==> src/rtl/branch_target_buffer_pkg.sv <==
// Shared widths and encodings for the branch target buffer.
// Lookup is combinational; updates have no backpressure.
package branch_target_buffer_pkg;

  localparam int PC_W = 16;
  localparam int CTR_W = 2;
  localparam logic [PC_W-1:0] PC_INC = 16'd2;

  typedef enum logic [CTR_W-1:0] {
    SNT = 2'd0,
    WNT = 2'd1,
    WT  = 2'd2,
    ST  = 2'd3
  } ctr_e;

endpackage

==> src/rtl/branch_target_buffer_sat_counter.sv <==
// Next-state logic for a 2-bit saturating taken/not-taken counter.
// Purely combinational; no handshake.
module btb_sat_counter
  import branch_target_buffer_pkg::*;
(
  input  logic [CTR_W-1:0] ctrCur,
  input  logic             taken,
  output logic [CTR_W-1:0] ctrNext
);

  always_comb begin
    ctrNext = ctrCur;
    if (taken) begin
      if (ctrCur != ST) ctrNext = ctrCur + CTR_W'(1);
    end else begin
      if (ctrCur != SNT) ctrNext = ctrCur - CTR_W'(1);
    end
  end

endmodule

==> src/rtl/branch_target_buffer.sv <==
// Direct-mapped BTB: zero-cycle lookup of next fetch PC, trained by retiring jumps.
// Updates are always accepted (no backpressure); same-cycle lookups see pre-update state.
module branch_target_buffer
  import branch_target_buffer_pkg::*;
#(
  parameter int          ENTRIES  = 16,
  parameter logic [1:0]  CTR_INIT = 2'b10
) (
  input  logic            clk,
  input  logic            reset,
  input  logic [PC_W-1:0] lookup_pc,
  output logic [PC_W-1:0] predicted_pc,
  output logic            hit,
  input  logic            update_en,
  input  logic [PC_W-1:0] update_pc,
  input  logic [PC_W-1:0] update_target,
  input  logic            update_taken
);

  localparam int IDX   = $clog2(ENTRIES);
  localparam int TAG_W = PC_W - IDX - 1;

  logic             validQ  [ENTRIES];
  logic [TAG_W-1:0] tagQ    [ENTRIES];
  logic [PC_W-1:0]  targetQ [ENTRIES];
  logic [CTR_W-1:0] ctrQ    [ENTRIES];

  logic [IDX-1:0]   lkIdx;
  logic [TAG_W-1:0] lkTag;
  logic [IDX-1:0]   upIdx;
  logic [TAG_W-1:0] upTag;
  logic             upHit;
  logic [CTR_W-1:0] upCtrNext;
  logic             unusedPcLsb;

  // Bit 0 never participates: instructions are halfword aligned.
  assign lkIdx       = lookup_pc[IDX:1];
  assign lkTag       = lookup_pc[PC_W-1:IDX+1];
  assign upIdx       = update_pc[IDX:1];
  assign upTag       = update_pc[PC_W-1:IDX+1];
  assign unusedPcLsb = update_pc[0];

  assign hit          = validQ[lkIdx] && (tagQ[lkIdx] == lkTag);
  assign predicted_pc = (hit && ctrQ[lkIdx][1]) ? targetQ[lkIdx] : lookup_pc + PC_INC;

  assign upHit = validQ[upIdx] && (tagQ[upIdx] == upTag);

  btb_sat_counter uSatCounter (
    .ctrCur  (ctrQ[upIdx]),
    .taken   (update_taken),
    .ctrNext (upCtrNext)
  );

  // Tags and targets are left alone on reset; a cleared valid bit masks them.
  always_ff @(posedge clk) begin
    if (reset) begin
      for (int i = 0; i < ENTRIES; i++) begin
        validQ[i] <= 1'b0;
        ctrQ[i]   <= '0;
      end
    end else if (update_en) begin
      if (upHit) begin
        ctrQ[upIdx] <= upCtrNext;
        if (update_taken) targetQ[upIdx] <= update_target;
      end else if (update_taken) begin
        validQ[upIdx]  <= 1'b1;
        tagQ[upIdx]    <= upTag;
        targetQ[upIdx] <= update_target;
        ctrQ[upIdx]    <= CTR_INIT;
      end
    end
  end

endmodule
==> config.mk <==
export PLATFORM = sky130hd
export DESIGN_NAME = branch_target_buffer
export DESIGN_NICKNAME = d
export VERILOG_FILES = /design/src/rtl/branch_target_buffer_pkg.sv /design/src/rtl/branch_target_buffer_sat_counter.sv /design/src/rtl/branch_target_buffer.sv
export SDC_FILE = /design/constraint.sdc
export NUM_CORES = 1
export LEC_CHECK = 0
export CORE_ASPECT_RATIO = 0.9
export CORE_MARGIN = 5
export CORE_UTILIZATION = 24
export DETAILED_ROUTE_END_ITERATION = 6
export PLACE_DENSITY = 0.36
export SYNTH_ARGS = -nofsm -noshare
export SYNTH_HDL_FRONTEND = slang
export SYNTH_SLANG_ARGS = --single-unit
==> constraint.sdc <==
create_clock -name clk -period 3.9 [get_ports clk]
set_input_delay 0.78 -clock clk [delete_from_list [all_inputs] [get_ports clk]]
set_output_delay 0.78 -clock clk [all_outputs]
set_load 0.02 [all_outputs]
=== Word level (Yosys, flattened, before mapping) ===
Memories as Yosys holds them, arrays and structs flattened.
Cells that the tools add are included.

* Register bits: 0
* RAM bits: 480
* Input bits: 52
* Output and inout port bits: 17
* Memories kept: 4

* $add $sub $neg: 3
* Equality and inequality tests: 3
* Muxes and demuxes: 27
* Bitwise gates (word level): 2
* Reductions and logical operators: 6

{| class="wikitable"
|+ Memories
! memory !! depth !! width !! rd ports !! clocked after Yosys merged registers in !! wr ports !! RTL line !! source
|-
| targetQ || 16 || 16 || 1 || 0 || 1 || branch_target_buffer.sv:25 || <nowiki>logic [PC_W-1:0] targetQ [ENTRIES];</nowiki>
|-
| tagQ || 16 || 11 || 2 || 0 || 1 || branch_target_buffer.sv:24 || <nowiki>logic [TAG_W-1:0] tagQ [ENTRIES];</nowiki>
|-
| ctrQ || 16 || 2 || 2 || 0 || 16 || branch_target_buffer.sv:26 || <nowiki>logic [CTR_W-1:0] ctrQ [ENTRIES];</nowiki>
|-
| validQ || 16 || 1 || 2 || 0 || 16 || branch_target_buffer.sv:23 || <nowiki>logic validQ [ENTRIES];</nowiki>
|}

{| class="wikitable"
|+ Operators with widths
! operator !! count
|-
| $mux W16 || 2
|-
| $eq A11 B11 Y1 || 2
|-
| $mux W1 || 18
|-
| $add A16 B2 Y16 const B || 1
|-
| $mux W2 || 5
|-
| $mux W4 || 2
|-
| $logic_and A1 B1 Y1 || 3
|-
| $add A2 B1 Y2 const B || 1
|-
| $ne A2 B2 Y1 const B || 1
|-
| $or A1 B1 Y1 || 2
|-
| $reduce_bool A2 Y1 || 1
|-
| $reduce_or A2 Y1 || 1
|-
| $sub A2 B1 Y2 const B || 1
|-
| $reduce_or A1 Y1 || 1
|}

=== Longest topological paths before layout ===
An unclocked memory read counts as a cell.

* Word-level depth: 10
* Depth in mapped cells: 14

=== By module ===
From an unflattened synthesis, not the netlist that was laid out.

* Cells, all modules: 1,188
* Area, all modules: 21,544.4 µm²

{| class="wikitable"
|+ By module, submodules not included
! module !! instances !! cells an instance !! area an instance (µm²) !! seq. area each (µm²)
|-
| branch_target_buffer || 1 || 1,185 || 21,518.1 || 14,253.7
|-
| btb_sat_counter || 1 || 3 || 26.3 || 0.0
|}

=== Least setup slack after synthesis ===
Ideal clock, no wire load.

* Path kind: input-to-output
* Start: in lookup_pc[1]
* End: out predicted_pc[0]
* Arrival time: 3,414 ps
* Data required time: 3,120 ps
* Slack: -294 ps
* Cell stages on the path: 9
* Cell sequence: buf_4 buf_4 buf_6 buf_4 buf_2 buf_2 mux4_2 mux4_2 mux2_2

* Word-level cells in the longest chain between the ends: 5
* Elaborated cells between the ends (all ways): 8

{| class="wikitable"
|+ RTL lines
! what !! RTL line !! source
|-
| start: declaration || branch_target_buffer.sv:11 || <nowiki>input logic [PC_W-1:0] lookup_pc,</nowiki>
|-
| $mem_v2 Z16 W11 || n/a ||
|-
| $eq A11 B11 Y1 || branch_target_buffer.sv:43 || <nowiki>assign hit = validQ[lkIdx] && (tagQ[lkIdx] == lkTag);</nowiki>
|-
| $logic_and A1 B1 Y1 || branch_target_buffer.sv:43 ||
|-
| $logic_and A1 B1 Y1 || branch_target_buffer.sv:44 || <nowiki>assign predicted_pc = (hit && ctrQ[lkIdx][1]) ? targetQ[lkIdx] : lookup_pc + PC_INC;</nowiki>
|-
| $mux W16 * || branch_target_buffer.sv:44 ||
|-
| end: declaration || branch_target_buffer.sv:12 || <nowiki>output logic [PC_W-1:0] predicted_pc,</nowiki>
|}

Every way passes the cells marked *; elsewhere a longest branch is shown, timed or not.

=== Final worst setup path ===
* Start: in lookup_pc[1]
* End: out predicted_pc[5]

Same word-level chain as after synthesis.

==> impl_metrics.env <==
export IMPL_status="finished with violations"
export IMPL_violations="negative setup slack"
export IMPL_ctsHtreeMaxLevel=2
export IMPL_critPathRequiredTime_ns=3.12
export IMPL_areaGrowthSynthToFinish_pct=28.3
export IMPL_crit_path_start="lookup_pc[1]"
export IMPL_drt_pre_antenna_iters=5
export IMPL_endpoint_kind="primary output"
export IMPL_period_share=1.17
export IMPL_place_congestion=0.742
export IMPL_synth_most_common_cell="edfxtp_1"
export IMPL_finalNonFillerCells=2565
export IMPL_grt_first_pass_wirelength_mm=98.0
export IMPL_min_path_type="flip-flop to flip-flop"
export IMPL_ctsHoldBuffers=0
export IMPL_final_core_util=0.311
export IMPL_initial_core_util=0.243
export IMPL_design_area_mm2=0.0274
export IMPL_drt_iter0_markers=1003
export IMPL_synth_top_cells_by_area="edfxtp_1, mux4_2, mux2i_1"
export IMPL_netlist_area_mm2=0.0213
export IMPL_maxCapViolations=0
export IMPL_cts_root_buffer="clkbuf_16"
export IMPL_clk_latency_ns=0.64
export IMPL_cp_start_kind="primary input"
export IMPL_seq_area_mm2=0.0143
export IMPL_power_leakage_nw=9.22
export IMPL_grtUsageMet3=0.0204
export IMPL_multi_input_area_mm2=0.00672
export IMPL_ios=69
export IMPL_finalWirelength_mm=69.2
export IMPL_die_h_um=293
export IMPL_place_port_buffers=67
export IMPL_cp_slowest_stage_delay_ns=0.50
export IMPL_dp_slack_ns=-1.14
export IMPL_use_met1=0.209
export IMPL_final_layout_size_suffix_gt1_frac=0.416
export IMPL_rsz0062_at_grt="yes"
export IMPL_worst_slew_pin_slew_ns=0.689
export IMPL_syn_inst=1077
export IMPL_synth_seq_cells=480
export IMPL_ys_flop_type="edfxtp_1"
export IMPL_grt_max_degree=67
export IMPL_n_fill_cell=8535
export IMPL_finalSetupViolations=17
export IMPL_clk_pin_slew_worst_paths_ns=0.06
export IMPL_postPlaceCellArea_mm2=0.0253
export IMPL_vias=11900
export IMPL_synth_cell_type_count=51
export IMPL_maxSlewViolCount=0
export IMPL_cts_buffers=56
export IMPL_fp_dieArea_mm2=0.0950
export IMPL_cpMaxStageDelayCell="mux4_2"
export IMPL_drt_antenna_violating_nets=0
export IMPL_synth_edf_count=464
export IMPL_yosysWarnings=0
export IMPL_cpMostUsedCell="buf_12"
export IMPL_timing_rr_start="tagQ[15][6]"
export IMPL_grt_ovfl_total=0
export IMPL_worstHoldStart="validQ[8]"
export IMPL_dp_hpwl_mm=44.1
export IMPL_setup_ws_ns=-0.662
export IMPL_rows=103
export IMPL_track_usage=0.143
export IMPL_avgRoutedWirePerCell_um=27.0
export IMPL_fmax_mhz=219
export IMPL_top_usage_layer="met2"
export IMPL_syn_nets=1130
export IMPL_vias_per_cell=4.64
export IMPL_timing_worst_setup_path_type="primary input to primary output"
export IMPL_timing_critical_path_cells="clkbuf_16, buf_4, mux4_2, mux2i_1, xor2_1, a21oi_1, a2111oi_4, and4_4, buf_12, buf_12, mux2_4, buf_6"
export IMPL_yosys_area_top_type="edfxtp_1"
export IMPL_skew_ns=0.0370
export IMPL_grtUsageMet2=0.229
export IMPL_ir_drop_mv=0.327
export IMPL_slew_headroom=0.539
export IMPL_clock_sinks=480
export IMPL_p_per_area_mw_per_mm2=435
export IMPL_clockBufferDepth=3
export IMPL_hold_viol=0
export IMPL_placedCellCount=2451
export IMPL_fin_tns_setup_ns=-9.58
export IMPL_cp_max_fo=12
export IMPL_worstPathArrival_ns=3.78
export IMPL_async_reset_ff_frac=0
export IMPL_grt_antenna_before_repair=4
export IMPL_grt_pass1_vias=12700
export IMPL_synth_common_cells="edfxtp_1, mux4_2, mux2i_1"
export IMPL_drc=0
export IMPL_die_x_um=324
export IMPL_yosysSeqAreaShare=0.668
export IMPL_finalNetCount=1423
export IMPL_postSynthAreaPerCell_um2=19.8
export IMPL_coreArea_mm2=0.0880
export IMPL_period_minus_slack_ns=4.56
export IMPL_synth_top_area_frac=0.653
export IMPL_cts_tree="done"
[final cells by class]
type,instances,area share
Antenna cell,2,0.000183
Clock buffer,72,0.0537
Clock inverter,24,0.0116
Inverter,24,0.00338
Multi-Input combinational cell,497,0.245
Sequential cell,480,0.520
Tap cell,1155,0.0528
Timing Repair Buffer,311,0.113
[per-stage QoR]
step	hold slack [ns]	total power [mW]
2_1_floorplan	0.440	6.34
3_3_place_gp	0.495	6.84
3_5_place_dp	0.509	6.84
4_1_cts	0.528	12.1
5_1_grt	0.546	12.4
6_report	0.527	11.9
[worst max-delay path: cells and delay by family]
| family | cells | cell delay (ns) |
|---|---|---|
| muxes | 3 | 1.00 |
| AOI/OAI and AO/OA | 2 | 0.58 |
| xor gates and xnor gates | 1 | 0.33 |
| and+or+nand+nor | 1 | 0.35 |
| buffers and inverters | 5 | 0.71 |
[cell families (layout without fill, tap and decap cells)]
family                     count (synthesis)  after routing  share of synthesized area
other                                      0              2                          0
xor gates and xnor gates                  37             37                     0.0152
DFF                                      480            480                      0.668
and+or+nand+nor                          121            121                     0.0267
AOI/OAI and AO/OA                         71             71                     0.0256
muxes                                    266            266                      0.240
adders and majority gates                  2              2                    0.00105
buffers and inverters                    100            431                     0.0233
[path summary, 6_finish.rpt]
check	slack [ns]	cells after the start	endpoint
max	-0.66	12	predicted_pc[5]
min	0.53	1	validQ[8]
max reg2reg	0.51	12	tagQ[2][2]
min reg2reg	0.53	1	validQ[8]
[repair_timing]
| item | 4_1_cts | 5_1_grt |
|---|---|---|
| cloned | 2 | 0 |
| setup endpoints to repair | 17 | 17 |
| buffers inserted | 7 | 11 |
| gates resized for setup | 113 | 10 |
| pin swaps | 3 | 4 |
[registers in the layout, indices dropped and copies added (netlist names)]
name / flops
validQ: 16
tagQ: 176
ctrQ: 32
targetQ: 256
[report_power, final]
group / switching [mW] / internal [mW]
Clock: 2.17 / 2.99
Sequential: 0.0177 / 5.70
Combinational: 0.518 / 0.502
[cells in the final DEF, fill, tap and decap left out, types with 12 or more instances in the layout]
master / instances
edfxtp_1: 464
buf_4: 200
mux4_2: 191
clkbuf_16: 57
mux2i_1: 50
clkdlybuf4s50_1: 43
buf_12: 39
nand2_1: 29
nor2_1: 26
inv_1: 23
xor2_1: 22
buf_6: 21
nand3_1: 18
a2bb2oi_1: 16
a31oi_1: 16
dfxtp_1: 16
mux2_4: 15
xnor2_1: 15
nor2_2: 15
clkbuf_1: 15
o2bb2ai_1: 12
[per-layer routing]
layer / part of all wire / up-vias
met5: 0 / -
met4: 0.017 / 0
met3: 0.035 / 73
met2: 0.46 / 265
met1: 0.48 / 6464
li1: - / 5107
Note: power is estimated with default switching activity, not from simulation.
